<file path="config.mk">
export PLATFORM = sky130hd
export DESIGN_NAME = audio_dac_serializer
export DESIGN_NICKNAME = d
export VERILOG_FILES = /design/src/rtl/audio_pkg.sv /design/src/rtl/sample_fifo.sv /design/src/rtl/audio_dac_serializer.sv
export SDC_FILE = /design/constraint.sdc
export NUM_CORES = 1
export LEC_CHECK = 0
export ABC_CLOCK_PERIOD_IN_PS = 3800
export BUFFER_PORTS_ARGS = -buffer_cell sky130_fd_sc_hd__buf_2
export CAP_MARGIN = 20
export CORE_MARGIN = 5
export CORE_UTILIZATION = 50
export CTS_CLUSTER_DIAMETER = 60
export DETAILED_ROUTE_END_ITERATION = 8
export GPL_ROUTABILITY_DRIVEN = 0
export GPL_TIMING_DRIVEN = 0
export HOLD_SLACK_MARGIN = 0.05
export PLACE_DENSITY = 0.68
export SLEW_MARGIN = 20
export SYNTH_ARGS = -nofsm -noshare
export SYNTH_HDL_FRONTEND = slang
export SYNTH_SLANG_ARGS = --single-unit
export TNS_END_PERCENT = 5
</file>
<file path="constraint.sdc">
create_clock -name clk -period 3.8 [get_ports clk]
set_clock_uncertainty 0.05 [all_clocks]
set_input_delay 0.38 -clock clk [delete_from_list [all_inputs] [get_ports clk]]
set_output_delay 0.38 -clock clk [all_outputs]
set_load 0.01 [all_outputs]
</file>
<file path="src/rtl/audio_pkg.sv">
// Shared defaults and the stereo pair type for the audio DAC serializer.
package audio_pkg;

  localparam int SAMPLE_W_DEF    = 16;
  localparam int HALF_PERIOD_DEF = 125;
  localparam int BIT_DIV_DEF     = 4;
  localparam int FIFO_DEPTH_DEF  = 4;

  typedef struct packed {
    logic [SAMPLE_W_DEF-1:0] left;
    logic [SAMPLE_W_DEF-1:0] right;
  } stereo_sample_t;

endpackage

</file>
<file path="src/rtl/sample_fifo.sv">
// Synchronous FIFO of stereo pairs with a show-ahead read port and occupancy count.
module sample_fifo #(
  parameter int WIDTH = 32,
  parameter int DEPTH = 4
) (
  input  logic                     clk,
  input  logic                     reset,
  input  logic                     i_push,
  input  logic                     i_pop,
  input  logic [WIDTH-1:0]         i_wr_data,
  output logic [WIDTH-1:0]         o_rd_data,
  output logic [$clog2(DEPTH):0]   o_level
);

  localparam int AW = $clog2(DEPTH);

  logic [WIDTH-1:0] r_mem [DEPTH];
  logic [AW-1:0]    r_wr_ptr;
  logic [AW-1:0]    r_rd_ptr;
  logic [AW:0]      r_level;

  always_ff @(posedge clk) begin
    if (i_push) begin
      r_mem[r_wr_ptr] <= i_wr_data;
    end
  end

  always_ff @(posedge clk) begin
    if (reset) begin
      r_wr_ptr <= '0;
      r_rd_ptr <= '0;
      r_level  <= '0;
    end else begin
      if (i_push) begin
        r_wr_ptr <= r_wr_ptr + 1'b1;
      end
      if (i_pop) begin
        r_rd_ptr <= r_rd_ptr + 1'b1;
      end
      case ({i_push, i_pop})
        2'b10:   r_level <= r_level + 1'b1;
        2'b01:   r_level <= r_level - 1'b1;
        default: r_level <= r_level;
      endcase
    end
  end

  assign o_rd_data = r_mem[r_rd_ptr];
  assign o_level   = r_level;

endmodule

</file>
<file path="src/rtl/audio_dac_serializer.sv">
// Left-justified stereo DAC serializer fed from a pair FIFO; one frame per 2*HALF_PERIOD clocks.
// Optional underrun_count output enabled by defining AUDIO_DAC_UNDERRUN_CNT_EN.
module audio_dac_serializer
  import audio_pkg::*;
#(
  parameter int SAMPLE_W    = SAMPLE_W_DEF,
  parameter int HALF_PERIOD = HALF_PERIOD_DEF,
  parameter int BIT_DIV     = BIT_DIV_DEF,
  parameter int FIFO_DEPTH  = FIFO_DEPTH_DEF
) (
  input  logic                          clk,
  input  logic                          reset,
  input  logic [SAMPLE_W-1:0]           sample_left,
  input  logic [SAMPLE_W-1:0]           sample_right,
  input  logic                          sample_valid,
  output logic                          sample_ready,
  output logic                          aud_bclk,
  output logic                          aud_daclrck,
  output logic                          aud_dacdat,
  output logic                          underrun,
  output logic [$clog2(FIFO_DEPTH):0]   fifo_level
`ifdef AUDIO_DAC_UNDERRUN_CNT_EN
  ,
  output logic [15:0]                   underrun_count
`endif
);

  localparam int LW = $clog2(FIFO_DEPTH) + 1;
  localparam int HW = $clog2(HALF_PERIOD);
  localparam int PW = $clog2(BIT_DIV);
  localparam logic [HW-1:0] H_LAST  = HW'(HALF_PERIOD - 1);
  localparam logic [PW-1:0] P_LAST  = PW'(BIT_DIV - 1);
  localparam logic [PW-1:0] P_HIGH  = PW'(BIT_DIV / 2);
  localparam logic [LW-1:0] DEPTH_L = LW'(FIFO_DEPTH);

  typedef struct packed {
    logic [SAMPLE_W-1:0] left;
    logic [SAMPLE_W-1:0] right;
  } pair_t;

  // r_h counts down through the half-frame, r_ph down through one serial bit.
  logic [HW-1:0]       r_h;
  logic [PW-1:0]       r_ph;
  logic                r_right_half;
  logic [SAMPLE_W-1:0] r_shift;
  logic [SAMPLE_W-1:0] r_right_hold;
  logic                r_bclk;
  logic                r_lrck;
  logic                r_dat;
  logic                r_underrun;

  logic [LW-1:0]       w_level;
  logic                w_ready;
  logic                w_empty;
  logic                w_push;
  logic                w_pop;
  logic                w_frame_start;
  logic                w_right_start;
  pair_t               w_pair_in;
  pair_t               w_fifo_out;
  pair_t               w_load;
  logic [SAMPLE_W-1:0] w_cur;

  assign w_pair_in = '{left: sample_left, right: sample_right};
  assign w_ready   = (w_level < DEPTH_L);
  assign w_empty   = (w_level == '0);
  assign w_push    = sample_valid && w_ready;

  sample_fifo #(
    .WIDTH (2 * SAMPLE_W),
    .DEPTH (FIFO_DEPTH)
  ) u_fifo (
    .clk       (clk),
    .reset     (reset),
    .i_push    (w_push),
    .i_pop     (w_pop),
    .i_wr_data (w_pair_in),
    .o_rd_data (w_fifo_out),
    .o_level   (w_level)
  );

  always_comb begin
    w_frame_start = !r_right_half && (r_h == H_LAST);
    w_right_start = r_right_half && (r_h == H_LAST);
    w_pop         = w_frame_start && !w_empty;
    w_load        = w_empty ? '0 : w_fifo_out;
    w_cur         = r_shift;
    // The word driving this cycle's bit is loaded in the same cycle it is first used.
    if (w_frame_start) begin
      w_cur = w_load.left;
    end else if (w_right_start) begin
      w_cur = r_right_hold;
    end
  end

  always_ff @(posedge clk) begin
    if (reset) begin
      r_h          <= H_LAST;
      r_ph         <= P_LAST;
      r_right_half <= 1'b0;
      r_shift      <= '0;
      r_right_hold <= '0;
      r_bclk       <= 1'b0;
      r_lrck       <= 1'b0;
      r_dat        <= 1'b0;
      r_underrun   <= 1'b0;
    end else begin
      r_h          <= (r_h == '0) ? H_LAST : r_h - 1'b1;
      r_right_half <= r_right_half ^ (r_h == '0);
      r_ph         <= ((r_h == '0) || (r_ph == '0)) ? P_LAST : r_ph - 1'b1;
      r_shift      <= (r_ph == '0) ? {w_cur[SAMPLE_W-2:0], 1'b0} : w_cur;
      if (w_frame_start) begin
        r_right_hold <= w_load.right;
      end
      r_bclk       <= (r_ph < P_HIGH);
      r_lrck       <= !r_right_half;
      r_dat        <= w_cur[SAMPLE_W-1];
      r_underrun   <= w_frame_start && w_empty;
    end
  end

`ifdef AUDIO_DAC_UNDERRUN_CNT_EN
  logic [15:0] r_und_cnt;

  always_ff @(posedge clk) begin
    if (reset) begin
      r_und_cnt <= '0;
    end else if (w_frame_start && w_empty && (r_und_cnt != 16'hFFFF)) begin
      r_und_cnt <= r_und_cnt + 16'd1;
    end
  end

  assign underrun_count = r_und_cnt;
`endif

  assign sample_ready = w_ready;
  assign fifo_level   = w_level;
  assign aud_bclk     = r_bclk;
  assign aud_daclrck  = r_lrck;
  assign aud_dacdat   = r_dat;
  assign underrun     = r_underrun;

endmodule

</file>
==> results.md <==
- Buffers added to address setup during post-CTS repair amount to 0.
- Along the worst path, the maximum fanout reaches 10.
- Counting every sink on the clock net gives 183.
- The most used flip-flop cell after synthesis is sky130_fd_sc_hd__edfxtp_1.
- After legalization and detailed placement, the total HPWL measured 9.199 mm.
- Counting I/O delays and the setup requirement, the final critical path takes 2.710 ns.
- The overall routed net length is 13.11 mm.
- The netlist area before placement is 7113 um^2.
- The standard-cell row count is 43.
- TritonCTS created 17 clock buffers.
- The post-synthesis average cell area is 16.20 um^2.
- The number of failing setup endpoints in the final timing report is 0.
- TritonCTS built the clock tree.
- The flow ran to the end, and the final reports show no timing, DRC or antenna violations.
- The global routing usage summed across all routing layers is 0.1715.
- At the pin with the least slew margin, the transition time is 0.5865 ns.
- The number of gates resized after CTS was 0.
- The number of hold-slack violations in the final timing report is 0.
- The share of the synthesized area in the top cell type is 0.5404.
- Dividing the final minimum period by the clock period gives 0.7131.
- The count of flip-flops with a built-in enable after synthesis is 128.
- In the routed layout, each cell is associated on average with a via count of 5.541.
- The initial utilization of the core area, before any placement, comes to 0.5105.
- By area the synthesized netlist is led by sky130_fd_sc_hd__edfxtp_1 54%, sky130_fd_sc_hd__dfxtp_1 15%, sky130_fd_sc_hd__mux4_2 10%.
- The first routing iteration left 225 violations.
- The longest clock path from root to sink contains 2 buffers.
- Yosys printed 0 warnings.
- The cell sitting at the root of the clock tree is a sky130_fd_sc_hd__clkbuf_16.
- The total overflow left after global routing is 0.
- The worst setup path is launched from a flip-flop.
- STA classifies the critical path endpoint as a flip-flop.
- The initial antenna violation count is 0.
- The number of hold buffers added after CTS was 0.
- The proportion of layout cells with a drive suffix above 1 is 0.2805.
- The worst supply voltage drop on vdd is 261.2 uV.
- The die outline area is 16,710 um^2.
- The global-route wire length before repair is 21.25 mm.
- The sequential fraction of design power is 0.475.
- In this run the horizontal extent of the chip is 129.3 um.
- Of the total power, combinational logic draws 0.233.
- The switching fraction of total power is 0.2750.
- The number of buffers added on ports is 42.
- The count of unresolved DRC violations after routing is 0.
- The H-tree level count is 4.
- The worst setup path is of the flip-flop to flip-flop kind.
- Of the total power, the clock network draws 0.292.
- After synthesis the netlist holds a flip-flop and latch count of 183.
- The later-pin clock latency in the skew report is 0.43 ns.
- The first detailed-routing pass took 5 iterations.
- The internal power of the cells is 3.811 mW.
- The area added between synthesis and finish is 14.85%.
- The largest net degree at the start of global routing is 24.
- The synthesized netlist contains 42 unique library cells.
- The power dissipated by switching net loads is 1.445 mW.
- The library cell used most frequently in the layout, excluding fill and tap cells, is sky130_fd_sc_hd__edfxtp_1.
- Of the synthesized area, sequential elements account for 0.6952.
- The classification of the worst-slack hold path is input port to flip-flop.
- In this run the remaining antenna-violating nets after routing total 0.
- The top cell types in the final layout, fill and taps aside, are 128 x sky130_fd_sc_hd__edfxtp_1, 55 x sky130_fd_sc_hd__dfxtp_1, 51 x sky130_fd_sc_hd__buf_2, 32 x sky130_fd_sc_hd__mux4_2, 32 x sky130_fd_sc_hd__nor2_1.
- After detailed routing, the average wire length per cell comes to 18.81 um.
- The count of pins on the block boundary is 43.
- The number of global-route vias before repair came to 3,999.
- The count of max-cap constraint violations is 0.
- The maximum clock rate is 369.1 MHz.
- The CTS clock-pin slew for the worst setup and hold paths is 0.06 ns.
- The total area inside the core boundary comes to 13,930 um^2.
- The largest total area in the synthesized netlist belongs to sky130_fd_sc_hd__edfxtp_1.
- Data on the critical path is required at its endpoint by 4.11 ns.
- The number of pins exceeding their max-slew limit in the final report was 0.
- The fraction of registers with async set/reset is 0.
- Measured against its own limit, the worst slew margin works out to 0.6071.
- For this design the static power due to leakage is 2.892 nW.
- Setup repair after global routing left no endpoint under its margin.
- Measured on the finished design, the core utilization comes to 0.5862.
- Synthesis handed over a netlist of 439 instances.
- After the last flow step, the layout net total stands at 548.
- The accumulated negative setup slack is 0 ns.
- For this design the ratio of total power to cell area is 643.4 nW/um^2.
- Data arrives at the worst endpoint at 3.02 ns.
- From bottom edge to top edge, the die measures 129.3 um.
- The diode insertion count for antenna repair is 0.
- The number of nets in the synthesized netlist is 483.
- Across all layers, the routed design uses 3,862 vias.
==> flip-flops by register name, summed over array words and instances, names as in the netlist, named ones only <==
register and cells:
r_shift 16, aud_dacdat 1, r_ph 2, r_right_hold 16, u_fifo.o_level 3, u_fifo.r_wr_ptr 2, r_right_half 1, aud_daclrck 1
r_h 7, u_fifo.r_rd_ptr 2, underrun 1, u_fifo.r_mem 128, aud_bclk 1
==> through the flow <==
stage	cells	hold WS (ns)	worst slack, ns	instance area [um^2]	power, mW
after detailed placement	665	0.3192	1.096	7656	3.782
after global routing	697	0.09565	0.8698	8169	5.517
after floorplan	439	0.3079	1.350	7113	3.422
final	697	0.1159	1.090	8169	5.256
after global placement	661	0.3175	1.032	7548	3.708
after CTS	697	0.09498	1.062	8169	5.308
==> layout make-up <==
| type | instances | area [um^2] |
|---|---|---|
| fillers | 1039 | 5766 |
| flip-flops and latches | 183 | 4945 |
| repair buffers | 46 | 312.8 |
| clock buffers | 18 | 429.2 |
| plain buffers | 26 | 203.9 |
| inverters | 13 | 48.80 |
| clock inverters | 14 | 83.83 |
| well taps | 180 | 225.2 |
| multi-input cells | 217 | 1921 |
==> critical path: stages, from the launching register on <==
cell	delay [ns]
sky130_fd_sc_hd__dfxtp_1	0.31
sky130_fd_sc_hd__inv_1	0.08
sky130_fd_sc_hd__ha_1	0.21
sky130_fd_sc_hd__nand4_1	0.18
sky130_fd_sc_hd__nor4_1	0.25
sky130_fd_sc_hd__buf_2	0.30
sky130_fd_sc_hd__ha_1	0.22
sky130_fd_sc_hd__inv_1	0.06
sky130_fd_sc_hd__fa_1	0.38
sky130_fd_sc_hd__xor2_1	0.16
sky130_fd_sc_hd__or3_1	0.30
sky130_fd_sc_hd__a21oi_1	0.13
==> cell usage after synthesis, types with 6 or more instances <==
cell type	count
sky130_fd_sc_hd__a22oi_1	16
sky130_fd_sc_hd__mux4_2	32
sky130_fd_sc_hd__dfxtp_1	55
sky130_fd_sc_hd__nand3_1	16
sky130_fd_sc_hd__buf_2	9
sky130_fd_sc_hd__o22ai_1	16
sky130_fd_sc_hd__and3_1	14
sky130_fd_sc_hd__nor2_1	32
sky130_fd_sc_hd__ha_1	8
sky130_fd_sc_hd__nand2_1	23
sky130_fd_sc_hd__inv_1	13
sky130_fd_sc_hd__and2_1	6
sky130_fd_sc_hd__edfxtp_1	128
sky130_fd_sc_hd__o22ai_2	11
==> final timing paths <==
check | slack, ns | from | endpoint | depth (start not counted)
max reg2reg | 1.09 | r_h[0] | u_fifo.o_level[2] | 11
min reg2reg | 0.33 | r_ph[0] | r_ph[0] | 1
min | 0.12 | sample_right[5] | u_fifo.r_mem[2][5] | 1
max | 1.09 | r_h[0] | u_fifo.o_level[2] | 11
==> metal layers <==
layer	wire [um]	share of wire	track usage
met5	0	0	0
met4	306	0.023	0.06856
met3	665	0.051	0.05194
met2	6494	0.50	0.2729
met1	5646	0.43	0.2225
==> power groups by stage <==
| stage | combinational (mW) | sequential, mW | clock (mW) |
|---|---|---|---|
| 3_3_place_gp | 1.17 | 2.53 | 0 |
| 6_report | 1.22 | 2.50 | 1.53 |
| 3_5_place_dp | 1.24 | 2.54 | 0 |
| 4_1_cts | 1.24 | 2.50 | 1.56 |
| 5_1_grt | 1.33 | 2.52 | 1.66 |
| 2_1_floorplan | 0.900 | 2.52 | 0 |
==> cells by family after synthesis <==
logic type | Yosys count | synth area share
DFF | 183 | 0.6952
and+or+nand+nor | 111 | 0.07599
AOI/OAI and AO/OA | 56 | 0.06403
buffers and inverters | 39 | 0.03553
muxes | 32 | 0.1013
xor gates and xnor gates | 9 | 0.01108
adders and majority gates | 9 | 0.01689
Power figures use the tool's default switching activity.
